## src/rtl/deco_gray_pkg.sv

```systemverilog
// Shared definitions for the Gray-switch seven-segment display block.
// Latency: none (types, constants and a pure lookup function only).
// Backpressure: not applicable.
package deco_gray_pkg;

  // Sequential binary-to-BCD converter states.
  typedef enum logic [1:0] {
    IDLE  = 2'd0,
    LOAD  = 2'd1,
    SHIFT = 2'd2,
    DONE  = 2'd3
  } bcd_state_e;

  // All segments off (segments are active-low).
  localparam logic [6:0] SEG_BLANK = 7'b1111111;

  // Active-low segment patterns for 0-F, bit0 = a ... bit6 = g.
  localparam logic [6:0] SEG_TABLE [16] = '{
    7'b1000000, 7'b1111001, 7'b0100100, 7'b0110000,
    7'b0011001, 7'b0010010, 7'b0000010, 7'b1111000,
    7'b0000000, 7'b0010000, 7'b0001000, 7'b0000011,
    7'b1000110, 7'b0100001, 7'b0000110, 7'b0001110
  };

  function automatic logic [6:0] seg_encode(input logic [3:0] nib);
    return SEG_TABLE[nib];
  endfunction

endpackage

```

## src/rtl/bin2bcd_seq.sv

```systemverilog
// Sequential double-dabble binary-to-BCD converter.
// Latency: WIDTH+2 cycles from start_i (LOAD, WIDTH x SHIFT, DONE).
// Backpressure: none; a new start_i aborts any conversion and restarts.
// Ports: clk_i/rst_n_i clock and async active-low reset; start_i/bin_i
// launch a conversion; busy_o high outside IDLE; done_o high in DONE, when
// bcd_o carries the finished result.
module bin2bcd_seq
  import deco_gray_pkg::*;
#(
  parameter int WIDTH  = 4,
  parameter int DIGITS = 2
) (
  input  logic                  clk_i,
  input  logic                  rst_n_i,
  input  logic                  start_i,
  input  logic [WIDTH-1:0]      bin_i,
  output logic                  busy_o,
  output logic                  done_o,
  output logic [4*DIGITS-1:0]   bcd_o
);

  localparam int BCD_W = 4 * DIGITS;
  localparam int SR_W  = BCD_W + WIDTH;
  localparam int CNT_W = $clog2(WIDTH);

  bcd_state_e        state_q, state_d;
  logic [WIDTH-1:0]  bin_q;
  logic [SR_W-1:0]   sr_q, sr_adj;
  logic [CNT_W-1:0]  cnt_q;
  logic              load_en, shift_en;

  // State register.
  always_ff @(posedge clk_i or negedge rst_n_i) begin
    if (!rst_n_i) state_q <= IDLE;
    else          state_q <= state_d;
  end

  // Next state: a start always wins, which is how an in-flight
  // conversion gets aborted and restarted on the new value.
  always_comb begin
    state_d = state_q;
    if (start_i) begin
      state_d = LOAD;
    end else begin
      case (state_q)
        IDLE:    state_d = IDLE;
        LOAD:    state_d = SHIFT;
        SHIFT:   if (cnt_q == CNT_W'(WIDTH - 1)) state_d = DONE;
        DONE:    state_d = IDLE;
        default: state_d = IDLE;
      endcase
    end
  end

  // Outputs and datapath enables.
  always_comb begin
    load_en  = (state_q == LOAD);
    shift_en = (state_q == SHIFT);
    done_o   = (state_q == DONE);
    busy_o   = (state_q != IDLE);
  end

  // Add-3 correction on every BCD nibble that is 5 or more, before the shift.
  always_comb begin
    sr_adj = sr_q;
    for (int k = 0; k < DIGITS; k++) begin
      if (sr_q[WIDTH+4*k +: 4] >= 4'd5)
        sr_adj[WIDTH+4*k +: 4] = sr_q[WIDTH+4*k +: 4] + 4'd3;
    end
  end

  always_ff @(posedge clk_i or negedge rst_n_i) begin
    if (!rst_n_i) begin
      bin_q <= '0;
      sr_q  <= '0;
      cnt_q <= '0;
    end else begin
      if (start_i) bin_q <= bin_i;
      if (load_en) begin
        sr_q  <= {{BCD_W{1'b0}}, bin_q};
        cnt_q <= '0;
      end else if (shift_en) begin
        sr_q  <= {sr_adj[SR_W-2:0], 1'b0};
        cnt_q <= cnt_q + 1'b1;
      end
    end
  end

  assign bcd_o = sr_q[SR_W-1 -: BCD_W];

endmodule

```

## src/rtl/deco_gray_display_mux.sv

```systemverilog
// Gray-coded switch input -> debounced binary LEDs + multiplexed 7-seg display.
// Latency: LED value 2^DEBOUNCE_BITS+3 edges after a clean input edge; decimal
// digits a further WIDTH+2 cycles. Backpressure: none, free-running outputs.
// Ports: clk_pi/rst_pi clock and async active-low reset; gray_code_pi raw
// switches; mode_pi 0=hex 1=decimal; anode_po/cathode_po active-low display
// drive; led_bin_code_po accepted binary value; change_po one-cycle pulse.
module deco_gray_display_mux
  import deco_gray_pkg::*;
#(
  parameter int WIDTH         = 4,
  parameter int DIGITS        = 2,
  parameter int REFRESH_BITS  = 6,
  parameter int DEBOUNCE_BITS = 5,
  parameter int BLANK_LZ      = 0
) (
  input  logic              clk_pi,
  input  logic              rst_pi,
  input  logic [WIDTH-1:0]  gray_code_pi,
  input  logic              mode_pi,
  output logic [DIGITS-1:0] anode_po,
  output logic [6:0]        cathode_po,
  output logic [WIDTH-1:0]  led_bin_code_po,
  output logic              change_po
);

  localparam int DISP_W = 4 * DIGITS;
  localparam int IDX_W  = (DIGITS > 1) ? $clog2(DIGITS) : 1;
  localparam logic [DEBOUNCE_BITS:0] DB_LAST = {1'b0, {DEBOUNCE_BITS{1'b1}}};

  logic [WIDTH-1:0]        gray_s1_q, gray_s2_q, gray_prev_q;
  logic                    mode_s1_q, mode_s2_q, disp_mode_q;
  logic [DEBOUNCE_BITS:0]  db_cnt_q;
  logic [WIDTH-1:0]        led_q, bin_d;
  logic                    change_q, gray_chg, accept;
  logic [REFRESH_BITS-1:0] ref_cnt_q;
  logic [IDX_W-1:0]        dig_idx_q;
  logic [DIGITS-1:0]       anode_q, anode_d;
  logic [6:0]              cathode_q, cathode_d;
  logic [DISP_W-1:0]       bcd_res, bcd_disp_q, hex_vec, disp_vec;
  logic                    bcd_busy, bcd_done;
  logic [IDX_W+1:0]        nib_base;
  logic [3:0]              nib;
  logic                    upper_zero;

  // Bit i of binary is the XOR of all Gray bits from i upward.
  always_comb begin
    bin_d = '0;
    for (int i = 0; i < WIDTH; i++) bin_d[i] = ^(gray_prev_q >> i);
  end

  assign gray_chg = (gray_s2_q != gray_prev_q);
  // Fires once per stable period: the counter saturates one past DB_LAST.
  assign accept   = !gray_chg && (db_cnt_q == DB_LAST);

  always_ff @(posedge clk_pi or negedge rst_pi) begin
    if (!rst_pi) begin
      gray_s1_q   <= '0;
      gray_s2_q   <= '0;
      gray_prev_q <= '0;
      mode_s1_q   <= 1'b0;
      mode_s2_q   <= 1'b0;
      db_cnt_q    <= '0;
      led_q       <= '0;
      change_q    <= 1'b0;
    end else begin
      gray_s1_q   <= gray_code_pi;
      gray_s2_q   <= gray_s1_q;
      gray_prev_q <= gray_s2_q;
      mode_s1_q   <= mode_pi;
      mode_s2_q   <= mode_s1_q;
      if (gray_chg)                    db_cnt_q <= '0;
      else if (!db_cnt_q[DEBOUNCE_BITS]) db_cnt_q <= db_cnt_q + 1'b1;
      change_q <= accept && (bin_d != led_q);
      if (accept) led_q <= bin_d;
    end
  end

  bin2bcd_seq #(
    .WIDTH  (WIDTH),
    .DIGITS (DIGITS)
  ) u_bcd (
    .clk_i   (clk_pi),
    .rst_n_i (rst_pi),
    .start_i (accept),
    .bin_i   (bin_d),
    .busy_o  (bcd_busy),
    .done_o  (bcd_done),
    .bcd_o   (bcd_res)
  );

  // Decimal digits only move on a finished conversion, so an aborted or
  // in-flight conversion never shows partial digits.
  always_ff @(posedge clk_pi or negedge rst_pi) begin
    if (!rst_pi)                 bcd_disp_q <= '0;
    else if (bcd_done && bcd_busy) bcd_disp_q <= bcd_res;
  end

  // Digit-slot timing; the display mode is sampled only at slot boundaries.
  always_ff @(posedge clk_pi or negedge rst_pi) begin
    if (!rst_pi) begin
      ref_cnt_q   <= '0;
      dig_idx_q   <= '0;
      disp_mode_q <= 1'b0;
    end else begin
      ref_cnt_q <= ref_cnt_q + 1'b1;
      if (&ref_cnt_q) begin
        disp_mode_q <= mode_s2_q;
        if (dig_idx_q == IDX_W'(DIGITS - 1)) dig_idx_q <= '0;
        else                                 dig_idx_q <= dig_idx_q + 1'b1;
      end
    end
  end

  always_comb begin
    hex_vec              = '0;
    hex_vec[WIDTH-1:0]   = led_q;
    disp_vec   = disp_mode_q ? bcd_disp_q : hex_vec;
    nib_base   = {dig_idx_q, 2'b00};
    nib        = disp_vec[nib_base +: 4];
    upper_zero = ((disp_vec >> nib_base) == '0);
    cathode_d  = seg_encode(nib);
    if ((BLANK_LZ != 0) && (dig_idx_q != '0) && upper_zero) cathode_d = SEG_BLANK;
    anode_d    = ~(DIGITS'(1) << dig_idx_q);
  end

  // Anode and cathode share one register stage so they switch together.
  always_ff @(posedge clk_pi or negedge rst_pi) begin
    if (!rst_pi) begin
      anode_q   <= '1;
      cathode_q <= SEG_BLANK;
    end else begin
      anode_q   <= anode_d;
      cathode_q <= cathode_d;
    end
  end

  assign anode_po        = anode_q;
  assign cathode_po      = cathode_q;
  assign led_bin_code_po = led_q;
  assign change_po       = change_q;

endmodule

```

## config.mk

```make
export PLATFORM = sky130hd
export DESIGN_NAME = deco_gray_display_mux
export DESIGN_NICKNAME = d
export VERILOG_FILES = /design/src/rtl/deco_gray_pkg.sv /design/src/rtl/bin2bcd_seq.sv /design/src/rtl/deco_gray_display_mux.sv
export SDC_FILE = /design/constraint.sdc
export NUM_CORES = 1
export LEC_CHECK = 0
export CAP_MARGIN = 10
export CORE_ASPECT_RATIO = 1.25
export CORE_UTILIZATION = 65
export CTS_BUF_LIST = sky130_fd_sc_hd__clkbuf_4
export DETAILED_ROUTE_END_ITERATION = 8
export PLACE_DENSITY = 0.87
export SLEW_MARGIN = 30
export SYNTH_ARGS = -nofsm -noshare
export SYNTH_HDL_FRONTEND = slang
export SYNTH_SLANG_ARGS = --single-unit
export TNS_END_PERCENT = 50
```

## constraint.sdc

```tcl
create_clock -name clk_pi -period 5.15 [get_ports clk_pi]
set_input_delay 1.03 -clock clk_pi [delete_from_list [all_inputs] [get_ports clk_pi]]
set_output_delay 1.03 -clock clk_pi [all_outputs]
set_load 0.05 [all_outputs]
```

After elaboration in Yosys (flattened, before gate mapping)
Memories as Yosys holds them, arrays and structs flattened. A register that Yosys moved wholly into a read port is not among the register bits.
Index checks and enable logic that the tools add are counted.

word-level totals
  register bits after elaboration = 59
  ROM bits = 112
  bits of input ports = 7
  word-level logic and storage cells = 66
  memories kept = 1

memory list
  name             depth  width  read ports  clocked after Yosys merged registers in  wr ports  RTL line             RTL
  (no name shown)  16     7      1           1                                        0         deco_gray_pkg.sv:26  return SEG_TABLE[nib];

operators by class
  add/subtract/negate cells = 6
  $lt $le $gt $ge = 2
  eq/ne operators = 9
  shift-type cells = 2
  multiplexer cells = 13
  bitwise gates (word level) = 2
  reductions and logical operators = 14

operators by type and width
  kind                                                                number
  two-way mux 12 bit                                                  2
  parity 4 bit                                                        4
  adder 6 x 1 -> 6 bit (second input constant)                        2
  two-way mux 6 bit                                                   2
  greater-or-equal comparator 4 x 3 -> 1 bit (second input constant)  2
  two-way mux 2 bit                                                   4
  two-way mux 8 bit                                                   1
  inequality test 4 bit                                               2
  indexed part select 8 x 4 -> 4 bit                                  1
  == test 2 bit (second input constant)                               3
  == test 6 x 5 -> 1 bit (second input constant)                      1
  one-hot mux 2 bit (3 select lines)                                  1
  AND reduction 6 bit                                                 1
  NOT 4 -> 5 bit                                                      1
  adder 4 x 2 -> 4 bit (second input constant)                        1
  two-way mux 4 bit                                                   1
  nonzero test 2 bit                                                  2
  adder 3 x 2 -> 3 bit (second input constant)                        1
  logical AND 1 bit                                                   3
  two-way mux 3 bit                                                   1
  inequality test 3 bit (second input constant)                       1
  adder 2 x 1 -> 2 bit (second input constant)                        1
  == test 2 x 1 -> 1 bit (second input constant)                      1
  zero test 1 bit                                                     2
  7 further kinds                                                     7

Longest topological paths before layout
Gate-level depths: netlist of the first run.

  depth after elaboration = 4
  depth in mapped cells = 6

Hierarchy
Synthesis of the first run repeated with hierarchy kept, for this count alone.

unflattened totals
  cell total of the unflattened synthesis = 269
  area total of the unflattened synthesis = 3390.8 um2

modules (own cells, without submodules)
  module                 times used  cells an instance  area each (um2)  sequential area each (um2)
  deco_gray_display_mux  1           160                2239.6           1262.5
  bin2bcd_seq            1           109                1151.1           500.5

Worst setup path after synthesis of the first run
No wires, ideal clock.

  kind = register to register
  start point = register dig_idx_q
  end point = register cathode_q[3], in the netlist cathode_po[3]
  setup time = 94 ps
  arrival time = 1963 ps
  required time = 5056 ps
  setup slack = 3094 ps
  stages on the path, launching flop included = 6
  path buffers = 0
  period minus slack after synthesis = 2056 ps
  path through = dfrtp_1 > mux2_2 > a22oi_1 > inv_1 > ha_1 > mux4_2

between the ends
  word-level cells in the longest chain between the ends = 2

ends and longest elaborated chain
  element                               RTL line                      RTL
  start, declared                       deco_gray_display_mux.sv:36   logic [IDX_W-1:0] dig_idx_q;
  start signal, assigned                deco_gray_display_mux.sv:109  else dig_idx_q <= dig_idx_q + 1'b1;
  indexed part select 8 x 4 -> 4 bit    deco_gray_display_mux.sv:119  nib = disp_vec[nib_base +: 4];
  NOT 4 -> 5 bit (not written as such)  deco_gray_pkg.sv:26
  end, declared                         deco_gray_display_mux.sv:38   logic [6:0] cathode_q, cathode_d;

Every way passes these cells.
A chain may end at the register's enable or synchronous reset.

==> metrics, run 1 <==
Starting Density 68.10%; fin nets 289; Antenna Nets Post-Route 0; Initial DRC Count 93; commonest cells in the netlist dfrtp_1, ha_1, nand2_1, mux2_2, xnor2_1; leading post-synthesis cells by cell area dfrtp_1, dfstp_2, ha_1; status finished clean; CTS sink cnt 66; average cell area after synthesis 12.55 um^2; fin. max-slew vios 0; Post-synth EDFFs 0; Synth area leader dfrtp_1; maximum level of the CTS H-tree 3; Pwr per Cell Area between 200 and 300 nW/um^2; post-CTS sizing 0; Layout Cells excl Fill 328; top-count cell post-synth dfrtp_1; core area 4459 um^2; maximum vdd drop between 0.2 and 0.25 mV; layout cells sized above 1 between 10% and 20%; static leakage roughly 1.6 nW; grt total ovfl 0; fmax around 0.35 GHz; minimum clock period approximately 2800 ps; WL per Instance approximately 15 um; Fin. Hold Viols 0; worst slew pin tran around 810 ps; Buf/Inv on CP 1; relative slew slack between 40% and 50%; fin crit share a little over half; HP Class register to register; Mapped Nets roughly 270; Yosys warnings 0; die area ~5000 um^2; clock transition at the registers of the reported paths 120 ps; DRC violations left 0; WS Path Type register to output pin; #FFs+latches synth between 60 and 70; kind of cell adding the most delay to the critical path buffers and inverters; CTS buffer count 9; max cap viols 0; I/O Buffers 20; max incr delay on CP around 860 ps; reg-to-reg slack, setup 2770 ps; drt first pass iters 4; CTS tree built; Row Count 27; Critical Path RT around 4100 ps; CP Launch Type register; Setup crit end kind output pin; # placed instances roughly 310; Die X approximately 63 um; total number of vias between 1500 and 2000; Post-CTS Setup Inserts 0; Synth top area share around 47%; RSZ-0062 raised after global routing false; cell breakdown of the critical path clkdlybuf4s50_1; Final setup viols 0; Root Buffer clkbuf_4; drt total wl around 4.8 mm; Setup TNS 0 ps; Mapped Cells around 240; ys async rst share 100.0%; Clock Skew about 12 ps; Antenna diodes 0; pin count of the biggest net entering global routing 67; crit path max fanout 9; hold_buf cts 0; die height about 78 um; Yosys cell types 45; Crit-path slowest cell clkdlybuf4s50_1; Total Routing Usage GR 21.87%; sequential share of the synthesized area between 50% and 60%; WP data arrival ~1800 ps; gpl congestion just under 0.8; global-route wire length before repair between 8 and 9 mm; area growth from synthesis to layout 12.65%; initial antenna violation count 0; number of global-route vias before repair approximately 1800; routed vias/inst between 5 and 6; IO Pins 21; Clock Tree Buf Depth 2; Worst-Skew Late Latency 410 ps; dpl hpwl roughly 3.3 mm; Post-Syn Area between 3000 and 4000 um^2; Top FF cell, synth dfrtp_1
through the flow:
| stage | power, mW | setup slack [ps] | hold slack (ps) | util (%) | instance area, um^2 |
|---|---|---|---|---|---|
| finish | 0.9565 | 2333 | 360.6 | 76.71 | 3421 |
| global route | 0.9844 | 2281 | 369.1 | 76.71 | 3421 |
| CTS | 0.9629 | 2323 | 364.0 | 76.71 | 3421 |
| detailed placement | 0.5686 | 2779 | 335.8 | 72.90 | 3251 |
| global placement | 0.5672 | 2813 | 331.9 | 72.90 | 3251 |
| floorplan | 0.5524 | 3094 | 331.2 | - | 3037 |
cell type report:
class	count	area [um^2]
multi-input cells	156	1271
fillers	304	1039
flip-flops and latches	66	1663
clock buffers	9	67.56
clock inverters	7	102.6
inverters	11	41.29
well taps	58	72.57
repair buffers	21	202.7
flip-flops by register name, indices dropped and copies added, names as in the netlist, 2 cells and up:
| signal | flops |
|---|---|
| u_bcd.sr_q | 12 |
| bcd_disp_q | 8 |
| cathode_po | 7 |
| db_cnt_q | 6 |
| ref_cnt_q | 6 |
| gray_prev_q | 4 |
| gray_s1_q | 4 |
| gray_s2_q | 4 |
| u_bcd.bin_q | 4 |
| anode_po | 2 |
| u_bcd.cnt_q | 2 |
| u_bcd.state_q | 2 |
path summary, 6_finish.rpt:
kind                                             from                         end  depth (start not counted)
setup reg to reg                dig_idx_q$_DFFE_PN0P_     cathode_po[3]$_DFF_PN1_                          5
hold reg to reg                gray_s1_q[3]$_DFF_PN0_      gray_s2_q[3]$_DFF_PN0_                          0
setup / recovery           u_bcd.bin_q[3]$_DFFE_PN0P_          led_bin_code_po[3]                          1
min in group asynchronous                      rst_pi   bcd_disp_q[1]$_DFFE_PN0P_                          2
max in group asynchronous                      rst_pi  u_bcd.bin_q[1]$_DFFE_PN0P_                          2
hold / removal                 gray_s1_q[3]$_DFF_PN0_      gray_s2_q[3]$_DFF_PN0_                          0
power breakdown:
group / switching, mW / internal [mW]
clock: 0.198 / 0.201
sequential: 0.00519 / 0.524
combinational: 0.0160 / 0.0125
total: 0.219 / 0.738
cell families after synthesis:
| family | after synthesis | share of synthesized area [%] |
|---|---|---|
| simple gates | 51 | 8.324 |
| mux | 27 | 10.38 |
| xor+xnor | 22 | 7.087 |
| flops | 66 | 54.76 |
| fa+ha+maj | 17 | 7.004 |
| compound gates | 39 | 9.066 |
| buf+inv | 20 | 3.378 |
metal layers:
metal  track usage, %  share of wire, %
met1            26.61                44
met4            10.47               2.0
met5                0                 0
met2            36.56                51
met3            5.087               2.5
cells in the final DEF, fill, tap and decap left out, drive strengths merged, types with 4 or more instances in the layout:
master,n
dfrtp,57
clkdlybuf4s50,19
ha,17
mux2,17
nand2,15
xnor2,15
o21ai,13
inv,12
nor2,11
mux2i,9
dfstp,9
clkbuf,9
nand3,7
xor2,6
nand2b,6
a22o,5
a21oi,4
a22oi,4
and3,4
No activity file was read; power rests on OpenSTA's default activity.
==> run 2, diff against run 1 <==
--- a/config.mk
+++ b/config.mk
@@ -7,10 +7,10 @@
 export LEC_CHECK = 0
 export CAP_MARGIN = 10
 export CORE_ASPECT_RATIO = 1.25
-export CORE_UTILIZATION = 65
+export CORE_UTILIZATION = 55
 export CTS_BUF_LIST = sky130_fd_sc_hd__clkbuf_4
 export DETAILED_ROUTE_END_ITERATION = 8
-export PLACE_DENSITY = 0.87
+export PLACE_DENSITY = 0.78
 export SLEW_MARGIN = 30
 export SYNTH_ARGS = -nofsm -noshare
 export SYNTH_HDL_FRONTEND = slang
==> constraint.sdc (replaced) <==
create_clock -name clk_pi -period 2.3 [get_ports clk_pi]
set_input_delay 0.46 -clock clk_pi [delete_from_list [all_inputs] [get_ports clk_pi]]
set_output_delay 0.46 -clock clk_pi [all_outputs]
set_load 0.05 [all_outputs]
==> run 2 against run 1 <==
  * Worst hold slack worse by 260 ps
  * Non-clock buffer count increased by 3
  * Clock power grew 110%
  * Combinational power increased by 150%
  * Cell count rose by 2.1%
  * Sequential cell count unchanged
  * Die area is 18% higher
  * Wire length is 1.8% lower
  * Core utilization decreased by 9.9 points
  * Global-route usage shrank 2.7 points
  * Total power rose by 120%
  * First-iteration DRC count is 7.5% higher
  * Highest routed layer unchanged
==> metrics, run 2 (synthesis results as in run 1) <==
status finished clean; Clock Skew 5.394 ps; crit path max fanout 5; I/O Buffers 20; fin. max-slew vios 0; Layout fillers between 300 and 400; CP Launch Type register; Clock Tree Buf Depth 2; area growth from synthesis to layout 14.09%; total number of vias around 1800; IO Pins 21; R2R depth 5; WS Path Type register to output pin; layout cells sized above 1 between 20% and 30%; final hold slack ~100 ps; Worst-Skew Late Latency roughly 390 ps; CTS sink cnt 66; commonest cells after routing, fill and taps aside dfrtp_1, ha_1, clkdlybuf4s50_1, nand2_1; WL per Instance 14.03 um; global-route wire length before repair 8.231 mm; pin count of the biggest net entering global routing 30; drt first pass iters 4; Clk pwr share about two fifths; switching part of the total 20.87%; minimum clock period approximately 2200 ps; Pwr per Cell Area 603.3 nW/um^2; number of global-route vias before repair roughly 1900; Starting Density 58.52%; Setup TNS 0 ps; Die X 68.46 um; Worst Setup Slack, final between 100 and 150 ps; Post-DP Area around 3300 um^2; DRC violations left 0; pre-CTS setup slack 183.6 ps; RSZ-0062 raised after global routing false; cell breakdown of the critical path clkdlybuf4s50_1; Antenna diodes 0; Reg-to-Reg End cathode_po[3]$_DFF_PN1_; Crit-path slowest cell clkdlybuf4s50_1; static leakage approximately 1.6 nW; Fin. Hold Viols 0; Total Routing Usage GR around a fifth; max reg flops 12; Reg power frac about 57%; worst slew pin tran 688.8 ps; core area a little over 5000 um^2; WP data arrival about 1700 ps; grt total ovfl 0; dpl hpwl 3.402 mm; maximum level of the CTS H-tree 3; Reg with most FFs u_bcd.sr_q; Root Buffer clkbuf_4; drt total wl roughly 4.7 mm; routed vias/inst about 5.4; max cap viols 0; Initial DRC Count 100; Layout Cells excl Fill about 340; Antenna Nets Post-Route 0; fin nets 292; Final Util about two thirds; fmax ~0.46 GHz; CTS buffer count 9; kind of cell adding the most delay to the critical path buffers and inverters; die area around 5800 um^2; hold_buf cts 0; max incr delay on CP between 800 and 900 ps; Final setup viols 0; Buf/Inv on CP 1; initial antenna violation count 0; gpl congestion 0.7484; Pwr Total 2.090 mW; fin crit share 94.69%; Row Count 29; leading cell type in the layout, fill and taps excluded dfrtp_1; CTS tree built; fin area roughly 3500 um^2; Critical R2R Launch dig_idx_q$_DFFE_PN0P_; clock transition at the registers of the reported paths approximately 100 ps; reg-to-reg slack, setup between 150 and 200 ps; maximum vdd drop approximately 0.48 mV; Comb power frac about 3.3%; Critical Path RT about 1800 ps; die height around 85 um; switching pwr around 440 uW; relative slew slack between 50% and 60%; Setup crit end kind output pin; Post-CTS Setup Inserts 0; HP Class primary input to async pin; # placed instances between 300 and 400; P_int about 1.7 mW
==> run 2: changes by cell type in the layout (fill, tap and decap cells not counted), sizes merged <==
cell | previous run | this run
buf | 2 | 5
clkdlybuf4s50 | 19 | 17
dlymetal6s2s | 0 | 2
clkbuf | 9 | 10
inv | 12 | 11
==> run 2: power by group through the flow <==
stage / clock (mW) / sequential [mW] / combinational [mW]
floorplan: 0 / 1.20 / 0.0349
global route: 0.921 / 1.19 / 0.0797
detailed placement: 0 / 1.21 / 0.0728
finish: 0.835 / 1.18 / 0.0698
global placement: 0 / 1.21 / 0.0716
CTS: 0.863 / 1.19 / 0.0727
==> run 2: what timing repair did <==
action / CTS / global route
endpoints found under the setup margin: 0 / 2
resized for setup: 0 / 2
hold endpoints to repair: 0 / 0
==> run 2: worst max-delay path by stage <==
stage | start | endpoint | slack (ps) | depth (start not counted)
finish | u_bcd.bin_q[0]$_DFFE_PN0P_ | led_bin_code_po[0] | 120 | 1
global route | cathode_po[6]$_DFF_PN1_ | cathode_po[6] | 50 | 1
CTS | u_bcd.bin_q[3]$_DFFE_PN0P_ | led_bin_code_po[3] | 0.7 | 1
detailed placement | dig_idx_q$_DFFE_PN0P_ | cathode_po[3]$_DFF_PN1_ | 180 | 5
global placement | dig_idx_q$_DFFE_PN0P_ | cathode_po[3]$_DFF_PN1_ | 270 | 5
floorplan | dig_idx_q$_DFFE_PN0P_ | cathode_po[3]$_DFF_PN1_ | 240 | 5
==> run 2: layer usage <==
| metal | global-route usage [%] | part of all wire (%) | up-vias |
|---|---|---|---|
| li1 | - | - | 892 |
| met1 | 24.08 | 46 | 898 |
| met2 | 30.66 | 50 | 29 |
| met3 | 6.183 | 3.0 | 6 |
| met4 | 6.629 | 1.3 | 0 |
| met5 | 0 | 0 | - |
==> run 2: area by class of cell <==
class	instances	area (um^2)	area share [%]
clock buffer	10	75.07	2.167
clock inverter	6	81.33	2.347
inverter	11	41.29	1.192
multi-input combinational	156	1271	36.69
sequential	66	1663	48.00
tap	62	77.57	2.239
timing repair buffer	24	255.2	7.367
==> run 2: worst register-to-register path: cells and delay by family (launching register included) <==
kind	cells	cell delay (ps)
fa+ha+maj	1	260
buf+inv	1	150
flops	1	500
mux	2	850
compound gates	1	300
==> run 3, diff against run 2 <==
--- a/config.mk
+++ b/config.mk
@@ -10,7 +10,9 @@
 export CORE_UTILIZATION = 55
 export CTS_BUF_LIST = sky130_fd_sc_hd__clkbuf_4
 export DETAILED_ROUTE_END_ITERATION = 8
+export GPL_ROUTABILITY_DRIVEN = 0
 export PLACE_DENSITY = 0.78
+export SKIP_CTS_REPAIR_TIMING = 1
 export SLEW_MARGIN = 30
 export SYNTH_ARGS = -nofsm -noshare
 export SYNTH_HDL_FRONTEND = slang
==> results of run 3 <==
Same layout as run 2: the final DEF is identical, and so are final timing and power.
